===== src/rtl/store_rmw_ctrl.sv =====
// rtl/store_rmw_ctrl.sv - sub-word store controller (read-merge-write) with per-phase ack timeout
// Optional: STORE_MISALIGN_TRAP_EN traps misaligned SH/SW without touching memory.
module store_rmw_ctrl #(
    parameter int unsigned ACK_TIMEOUT = 255
) (
    input  logic        clk_i,
    input  logic        reset_i,
    input  logic        start_i,
    input  logic [1:0]  size_i,
    input  logic [31:0] addr_i,
    input  logic [31:0] wdata_i,
    output logic        busy_o,
    output logic        done_o,
    output logic        err_o,
    output logic        mem_req_o,
    output logic        mem_we_o,
    output logic [31:0] mem_addr_o,
    output logic [31:0] mem_wdata_o,
    input  logic [31:0] mem_rdata_i,
    input  logic        mem_ack_i
);

    typedef enum logic [2:0] {
        S_IDLE  = 3'd0,
        S_READ  = 3'd1,
        S_MERGE = 3'd2,
        S_WRITE = 3'd3,
        S_FIN   = 3'd4
    } state_t;

    localparam logic [7:0] TIMEOUT_LAST = 8'(ACK_TIMEOUT - 1);

    state_t      state_q, state_d;
    logic [31:0] addr_q, addr_d;
    logic [31:0] wdata_q, wdata_d;
    logic [1:0]  size_q, size_d;
    logic [31:0] data_q, data_d;
    logic [7:0]  cnt_q, cnt_d;
    logic        err_q, err_d;
    logic        misalign;
    logic        timeout_hit;

`ifdef STORE_MISALIGN_TRAP_EN
    assign misalign = ((size_i == 2'b01) && addr_i[0]) ||
                      ((size_i[1] == size_i[0]) && (addr_i[1:0] != 2'b00));
`else
    assign misalign = 1'b0;
`endif

    // An ack arriving in the last allowed cycle wins over the timeout.
    assign timeout_hit = (cnt_q == TIMEOUT_LAST);

    always_ff @(posedge clk_i) begin
        if (reset_i) begin
            state_q <= S_IDLE;
            addr_q  <= '0;
            wdata_q <= '0;
            size_q  <= '0;
            data_q  <= '0;
            cnt_q   <= '0;
            err_q   <= 1'b0;
        end else begin
            state_q <= state_d;
            addr_q  <= addr_d;
            wdata_q <= wdata_d;
            size_q  <= size_d;
            data_q  <= data_d;
            cnt_q   <= cnt_d;
            err_q   <= err_d;
        end
    end

    always_comb begin
        state_d = state_q;
        addr_d  = addr_q;
        wdata_d = wdata_q;
        size_d  = size_q;
        data_d  = data_q;
        cnt_d   = cnt_q;
        err_d   = err_q;
        case (state_q)
            S_IDLE: begin
                if (start_i) begin
                    addr_d  = addr_i;
                    wdata_d = wdata_i;
                    size_d  = size_i;
                    data_d  = wdata_i;
                    cnt_d   = '0;
                    err_d   = 1'b0;
                    if (misalign) begin
                        state_d = S_FIN;
                        err_d   = 1'b1;
                    end else if (size_i[1] == size_i[0]) begin
                        state_d = S_WRITE;
                    end else begin
                        state_d = S_READ;
                    end
                end
            end
            S_READ: begin
                if (mem_ack_i) begin
                    data_d  = mem_rdata_i;
                    state_d = S_MERGE;
                end else if (timeout_hit) begin
                    state_d = S_FIN;
                    err_d   = 1'b1;
                end else begin
                    cnt_d = cnt_q + 8'd1;
                end
            end
            S_MERGE: begin
                if (size_q == 2'b10) begin
                    data_d[{addr_q[1:0], 3'b000} +: 8] = wdata_q[7:0];
                end else begin
                    data_d[{addr_q[1], 4'b0000} +: 16] = wdata_q[15:0];
                end
                cnt_d   = '0;
                state_d = S_WRITE;
            end
            S_WRITE: begin
                if (mem_ack_i) begin
                    state_d = S_FIN;
                end else if (timeout_hit) begin
                    state_d = S_FIN;
                    err_d   = 1'b1;
                end else begin
                    cnt_d = cnt_q + 8'd1;
                end
            end
            S_FIN: begin
                err_d   = 1'b0;
                state_d = S_IDLE;
            end
            default: state_d = S_IDLE;
        endcase
    end

    always_comb begin
        busy_o      = (state_q != S_IDLE);
        mem_req_o   = (state_q == S_READ) || (state_q == S_WRITE);
        mem_we_o    = (state_q == S_WRITE);
        done_o      = (state_q == S_FIN);
        err_o       = (state_q == S_FIN) && err_q;
        mem_addr_o  = {addr_q[31:2], 2'b00};
        mem_wdata_o = data_q;
    end

endmodule


===== config.mk =====
export PLATFORM = sky130hd
export DESIGN_NAME = store_rmw_ctrl
export DESIGN_NICKNAME = d
export VERILOG_FILES = /design/src/rtl/store_rmw_ctrl.sv
export SDC_FILE = /design/constraint.sdc
export NUM_CORES = 1
export LEC_CHECK = 0
export CORE_MARGIN = 8
export CORE_UTILIZATION = 47
export CTS_CLUSTER_DIAMETER = 30
export DETAILED_ROUTE_END_ITERATION = 6
export GPL_TIMING_DRIVEN = 0
export MAX_ROUTING_LAYER = met4
export PLACE_DENSITY = 0.81
export SKIP_LAST_GASP = 1
export SYNTH_ARGS = -nofsm -noshare
export SYNTH_HDL_FRONTEND = slang
export SYNTH_SLANG_ARGS = --single-unit

===== constraint.sdc =====
create_clock -name clk_i -period 2.8 [get_ports clk_i]
set_input_delay 0.42 -clock clk_i [delete_from_list [all_inputs] [get_ports clk_i]]
set_output_delay 0.42 -clock clk_i [all_outputs]
set_load 0.005 [all_outputs]

==> metrics.csv, run 1 <==
metric;value;unit
status;complete, no violations;
reg-to-reg critical path endpoint;mem_wdata_o[30];
Worst Setup End Kind;flip-flop;
Seq/Total Area, Yosys;34.8;%
share of flip-flops with an asynchronous set or reset;0;%
Die Wd;123;µm
reg2reg path depth;9;
critical path data required time;3.04;ns
Remaining DRCs;0;
min-delay src;addr_q[14];
Synth Cell Area;5410;µm²
Critical Path End;mem_wdata_o[30];
core area;11300;µm²
effective utilization at floorplan;47.8;%
unrepaired setup endpoints after global routing;true;
post-synthesis register bit count;94;
total global-route track usage;25.4;%
vias in the first global route;5778;
crit path max fanout;10;
later-pin clock latency in the skew report;0.34;ns
Hold Path Class;flip-flop to flip-flop;
Rows;39;
clock skew;0.00737;ns
FILL cells;1004;
leakage power;0.00278;µW
hpwl dp;14800;µm
FF-to-FF Start;addr_q[1];
Layout Cells excl Fill;1022;
Max Fclk;379;MHz
Synth Flop Type;dfxtp_1;
GR Overflow Total;0;
CTS sink count;94;
Worst-path clk slew;0.07;ns
Root Buffer;clkbuf_16;
wire length on met2;9430;µm
routed len/inst;19.0;µm
TritonCTS buffer count;9;
ratio of cells with drive above 1 in the final layout;8.42;%
Final min period;2.64;ns
DR WL met3;2080;µm
# placed instances;1007;
final hold violation count;0;
dpl ws;0.0307;ns
antenna violations before repair;0;
reg2reg setup slack;0.16;ns
fin crit share;94.2;%
CTS tree;yes;
Post-Syn Instances;696;
synthesized area per cell;7.77;µm²
Slew Limit Fails;0;
number of synthesized flops with an enable pin;0;
die height;123;µm
crit path DAT;2.88;ns
wire length on met1;7580;µm
die area;15200;µm²
Worst setup SP type;flip-flop;
Power Density;551;nW/µm²
RD Place Congestion;0.943;
antenna-violating nets left;0;
IO Count;171;
vias per inst;5.85;
vias;5980;
YS warnings;0;
worst relative slew slack;56.6;%
first-pass GRT wire length;29700;µm
Area Growth Syn to Fin;40.4;%
DR pass1 iterations;5;
Netlist cell types;55;
Setup Viol. Count Final;0;
Top Layer Used;met4;
DRT Wirelength;19400;µm
Port Buffer Count;167;
DR iter-0 viols;617;
# diodes;0;
final worst slack;0.162;ns
peak supply drop;0.360;mV
H-tree depth;3;
crit path launch;addr_q[1];
Crit Path Category;flip-flop to flip-flop;
pin count of the biggest net entering global routing;17;
Layout Nets;983;
worst-margin pin slew;0.650;ns
Longest Clk Path Bufs;2;
Max-Cap Viols;0;
==> cells in the mapped netlist, drive strengths merged (2+ instances only) <==
cell type	instances	share of area, %
a21oi	76	7.1
nor2	30	2.1
a32oi	8	1.3
nor2b	9	1.0
and2	4	0.46
nand4	2	0.23
nand2	126	8.7
o21ai	20	1.9
nand4b	2	0.32
a22oi	17	2.4
a22o	9	1.5
a211o	16	2.6
a311oi	8	1.3
nand3b	2	0.28
or3	2	0.32
buf	56	6.7
o32ai	2	0.60
or4	3	0.42
inv	34	2.4
ha	7	1.6
a32o	8	1.5
a221oi	24	3.9
or2	5	0.58
o221ai	16	2.6
nand3	19	1.8
dfxtp	94	35
a211oi	18	2.6
and4	2	0.32
o31ai	4	0.56
nand2b	3	0.35
clkbuf	36	2.5
mux2i	16	3.0
nor3	4	0.37
==> metrics by stage <==
stage	util, %	cell area, µm²	power, µW	hold slack (ns)	TNS [ns]
detailed placement	64.1	7260	2830	0.451	0
finish	67.1	7590	4180	0.457	0
floorplan	-	5410	2230	0.432	0
CTS	67.1	7590	4170	0.460	0
global placement	64.1	7260	2800	0.442	0
global route	67.1	7590	4340	0.473	-0.00371
==> cells by family after synthesis <==
kind of cell	synth area share (%)
AOI/OAI and AO/OA	30.6
and+or+nand+nor	18.2
buffers and inverters	11.6
DFF	34.8
muxes	2.96
adders and majority gates	1.62
other	0.0693
xor gates and xnor gates	0.162
==> registers in the layout (all words and copies together) (netlist names) <==
name	cells
size_q	2
addr_q	32
mem_wdata_o	32
state_q	3
cnt_q	8
wdata_q	16
err_q	1
==> where the power goes <==
part / leakage (µW) / total, µW / internal, µW / switching (µW)
registers: 0.000771 / 1590 / 1470 / 128
clock network: 0.000164 / 1370 / 816 / 551
logic: 0.00185 / 1220 / 609 / 611
total: 0.00278 / 4180 / 2890 / 1290
==> worst min path at each step <==
stage	to	slack (ns)	cells after the start
2_1_floorplan	err_q	0.43	2
3_3_place_gp	addr_q[7]	0.44	2
3_5_place_dp	addr_q[14]	0.45	2
4_1_cts	addr_q[14]	0.46	2
5_1_grt	addr_q[14]	0.47	2
6_report	addr_q[14]	0.46	2
==> routing by layer <==
| metal | vias up | global-route usage, % |
|---|---|---|
| met3 | 31 | 7.03 |
| met2 | 305 | 41.6 |
| li1 | 2845 | - |
| met5 | - | - |
| met1 | 2799 | 30.2 |
| met4 | 0 | 6.25 |
==> layout make-up <==
type	count	area (µm²)	area share, %
Buffer	91	499	6.57
Clock buffer	10	239	3.15
Clock inverter	6	91.3	1.20
Inverter	34	128	1.68
Multi-Input combinational cell	477	2900	38.2
Sequential cell	94	1880	24.8
Tap cell	143	179	2.36
Timing Repair Buffer	167	1670	22.0
==> cell usage in the layout, fill, tap and decap left out, drive strengths merged, types with 2 or more instances in the layout <==
cell and count:
bufinv 2, inv 37, or2 5, nand2 126, a22oi 17, nor3 4
a32oi 8, nor2 30, clkbuf 47, dfxtp 94, and2 4, or4 3
o21ai 20, a211o 16, a221oi 24, ha 7, mux2i 16, o221ai 16
o32ai 2, a311oi 8, a21oi 76, a22o 9, or3 2, a211oi 18
and4 2, o31ai 4, nand3b 2, nand3 19, a32o 8, nor2b 9
nand2b 3, conb 2, nand4b 2, clkdlybuf4s50 167, nand4 2, buf 54
==> what timing repair did <==
action / in CTS / in global routing
endpoints found under the setup margin: 0 / 17
buffers inserted: 0 / 0
hold buffers: 0 / 0
gates resized for setup: 0 / 3
==> critical path, cell delays in order (launching register included) <==
cell and delay (ns):
dfxtp_1 0.37, clkbuf_4 0.25, buf_4 0.24, inv_1 0.13, ha_1 0.35, nor4bb_1 0.27
buf_2 0.23, a221oi_1 0.10, a211o_1 0.32, a311oi_1 0.28
No activity file was read; power rests on OpenSTA's default activity.
==> run 2: changes to the inputs <==
SKIP_LAST_GASP = not set   (was 1)
SLEW_MARGIN = 15   (was not set)
TNS_END_PERCENT = 5   (was not set)
==> run 2 against run 1 <==
Compared with the run above:
- count of clock-buffer cells in the layout unchanged
- worst hold slack about the same
- register-to-register slack about the same
- combinational power about the same
- final area is essentially flat
- flip-flop and latch count unchanged
- setup slack got worse by 0.011 ns
- via count up 0.87%
- global-route usage did not move
- non-clock buffer count is the same
- critical path type unchanged
- largest cell class unchanged
- highest routed layer unchanged
==> metrics.csv, run 2 (synthesis gave the netlist of run 1 again) <==
metric;value;unit
worst-margin pin slew;0.658;ns
final worst slack;0.151;ns
first-pass GRT wire length;29700;µm
Worst setup SP type;flip-flop;
Post-CTS Setup Inserts;0;
H-tree depth;3;
antenna-violating nets left;0;
Crit Path Category;flip-flop to flip-flop;
share of power burned in registers;38.2;%
CTS sink count;94;
Post-CTS Resized;0;
vias per inst;5.90;
Area Growth Syn to Fin;40.5;%
hold buffers post-CTS;0;
Power Density;550;nW/µm²
final hold violation count;0;
antenna violations before repair;0;
DR iter-0 viols;594;
reg2reg setup slack;0.15;ns
DR pass1 iterations;6;
Sw Share;30.7;%
crit path max fanout;10;
status;complete, no violations;
Worst-path clk slew;0.07;ns
FILL cells;1004;
most frequent cells in the layout;clkdlybuf4s50_1 (167), nand2_1 (126), dfxtp_1 (94);
most common cell after layout, fill and taps aside;clkdlybuf4s50_1;
pin count of the biggest net entering global routing;17;
total global-route track usage;25.4;%
Hold Path Class;flip-flop to flip-flop;
vias;6032;
hpwl dp;14800;µm
Remaining DRCs;0;
TritonCTS buffer count;9;
# diodes;0;
Layout Nets;983;
routed len/inst;19.0;µm
effective utilization at floorplan;47.8;%
Max-Cap Viols;0;
reg2reg path depth;9;
footprint of the multi-input gates;2900;µm²
clock skew;0.00720;ns
register area;1880;µm²
ratio of cells with drive above 1 in the final layout;8.42;%
setup TNS;0;ns
leakage power;0.00278;µW
WHS Path Cells;2;
fin crit share;94.6;%
Root Buffer;clkbuf_16;
Worst Setup End Kind;flip-flop;
GR Overflow Total;0;
Comb pwr share;29.3;%
dpl ws;0.0307;ns
peak supply drop;0.360;mV
crit path DAT;2.89;ns
Max Fclk;377;MHz
die area;15200;µm²
Setup Viol. Count Final;0;
Rows;39;
unrepaired setup endpoints after global routing;false;
Longest Clk Path Bufs;2;
die height;123;µm
core area;11300;µm²
Slew Limit Fails;0;
vias in the first global route;5778;
clock power share;32.5;%
CTS tree;yes;
switching pwr;1280;µW
Die Wd;123;µm
worst relative slew slack;56.1;%
RD Place Congestion;0.943;
later-pin clock latency in the skew report;0.34;ns
IO Count;171;
Port Buffer Count;167;
DRT Wirelength;19400;µm
critical path data required time;3.04;ns
Final min period;2.65;ns
Internal;2890;µW
-- run 2: changes by cell type in the layout (fill, tap and decap cells not counted) --
| cell | delta |
|---|---|
| buf_2 | -1 |
| buf_4 | +1 |
-- run 2: metrics by stage --
step                utilization [%]  total power (µW)  area, µm²  std cells  hold WS, ns
floorplan                         -              2230       5410        697        0.432
global placement               64.1              2800       7260       1007        0.442
detailed placement             64.1              2830       7260       1007        0.451
CTS                            67.1              4170       7590       1023        0.460
global route                   67.1              4340       7600       1022        0.473
finish                         67.1              4180       7600       1022        0.457
-- run 2: worst paths after layout --
check / startpoint / to
worst min register to register: addr_q[14] / addr_q[14]
worst max register to register: addr_q[1] / mem_wdata_o[9]
worst max-delay path: addr_q[1] / mem_wdata_o[9]
worst min-delay path: addr_q[14] / addr_q[14]
-- run 2: critical path, cell delays in order, from the launching register on --
cell and delay (ns):
dfxtp_1 0.37, clkbuf_4 0.25, buf_4 0.24, inv_1 0.13
ha_1 0.37, and4b_1 0.20, clkbuf_1 0.31, a221oi_1 0.15
a211o_1 0.29, a211oi_1 0.24
-- run 2: per-layer routing --
| metal | track usage (%) | vias up | share of wire (%) |
|---|---|---|---|
| met1 | 30.2 | 2836 | 39 |
| met5 | - | - | 0 |
| li1 | - | 2840 | - |
| met3 | 7.03 | 40 | 11 |
| met2 | 41.6 | 316 | 48 |
| met4 | 6.25 | 0 | 2.1 |
-- run 2: final cells by class --
| class | count | area share [%] |
|---|---|---|
| sequential | 94 | 24.8 |
| clock buffer | 10 | 3.15 |
| clock inverter | 6 | 1.20 |
| inverter | 34 | 1.68 |
| tap | 143 | 2.36 |
| multi-input combinational | 477 | 38.2 |
| buffer | 91 | 6.61 |
| timing repair buffer | 167 | 22.0 |
-- run 2: power by group through the flow --
| stage | sequential (µW) | combinational, µW | clock [µW] |
|---|---|---|---|
| CTS | 1590 | 1210 | 1370 |
| finish | 1600 | 1220 | 1360 |
| detailed placement | 1620 | 1210 | 0 |
| floorplan | 1580 | 642 | 0 |
| global route | 1610 | 1320 | 1420 |
| global placement | 1610 | 1180 | 0 |
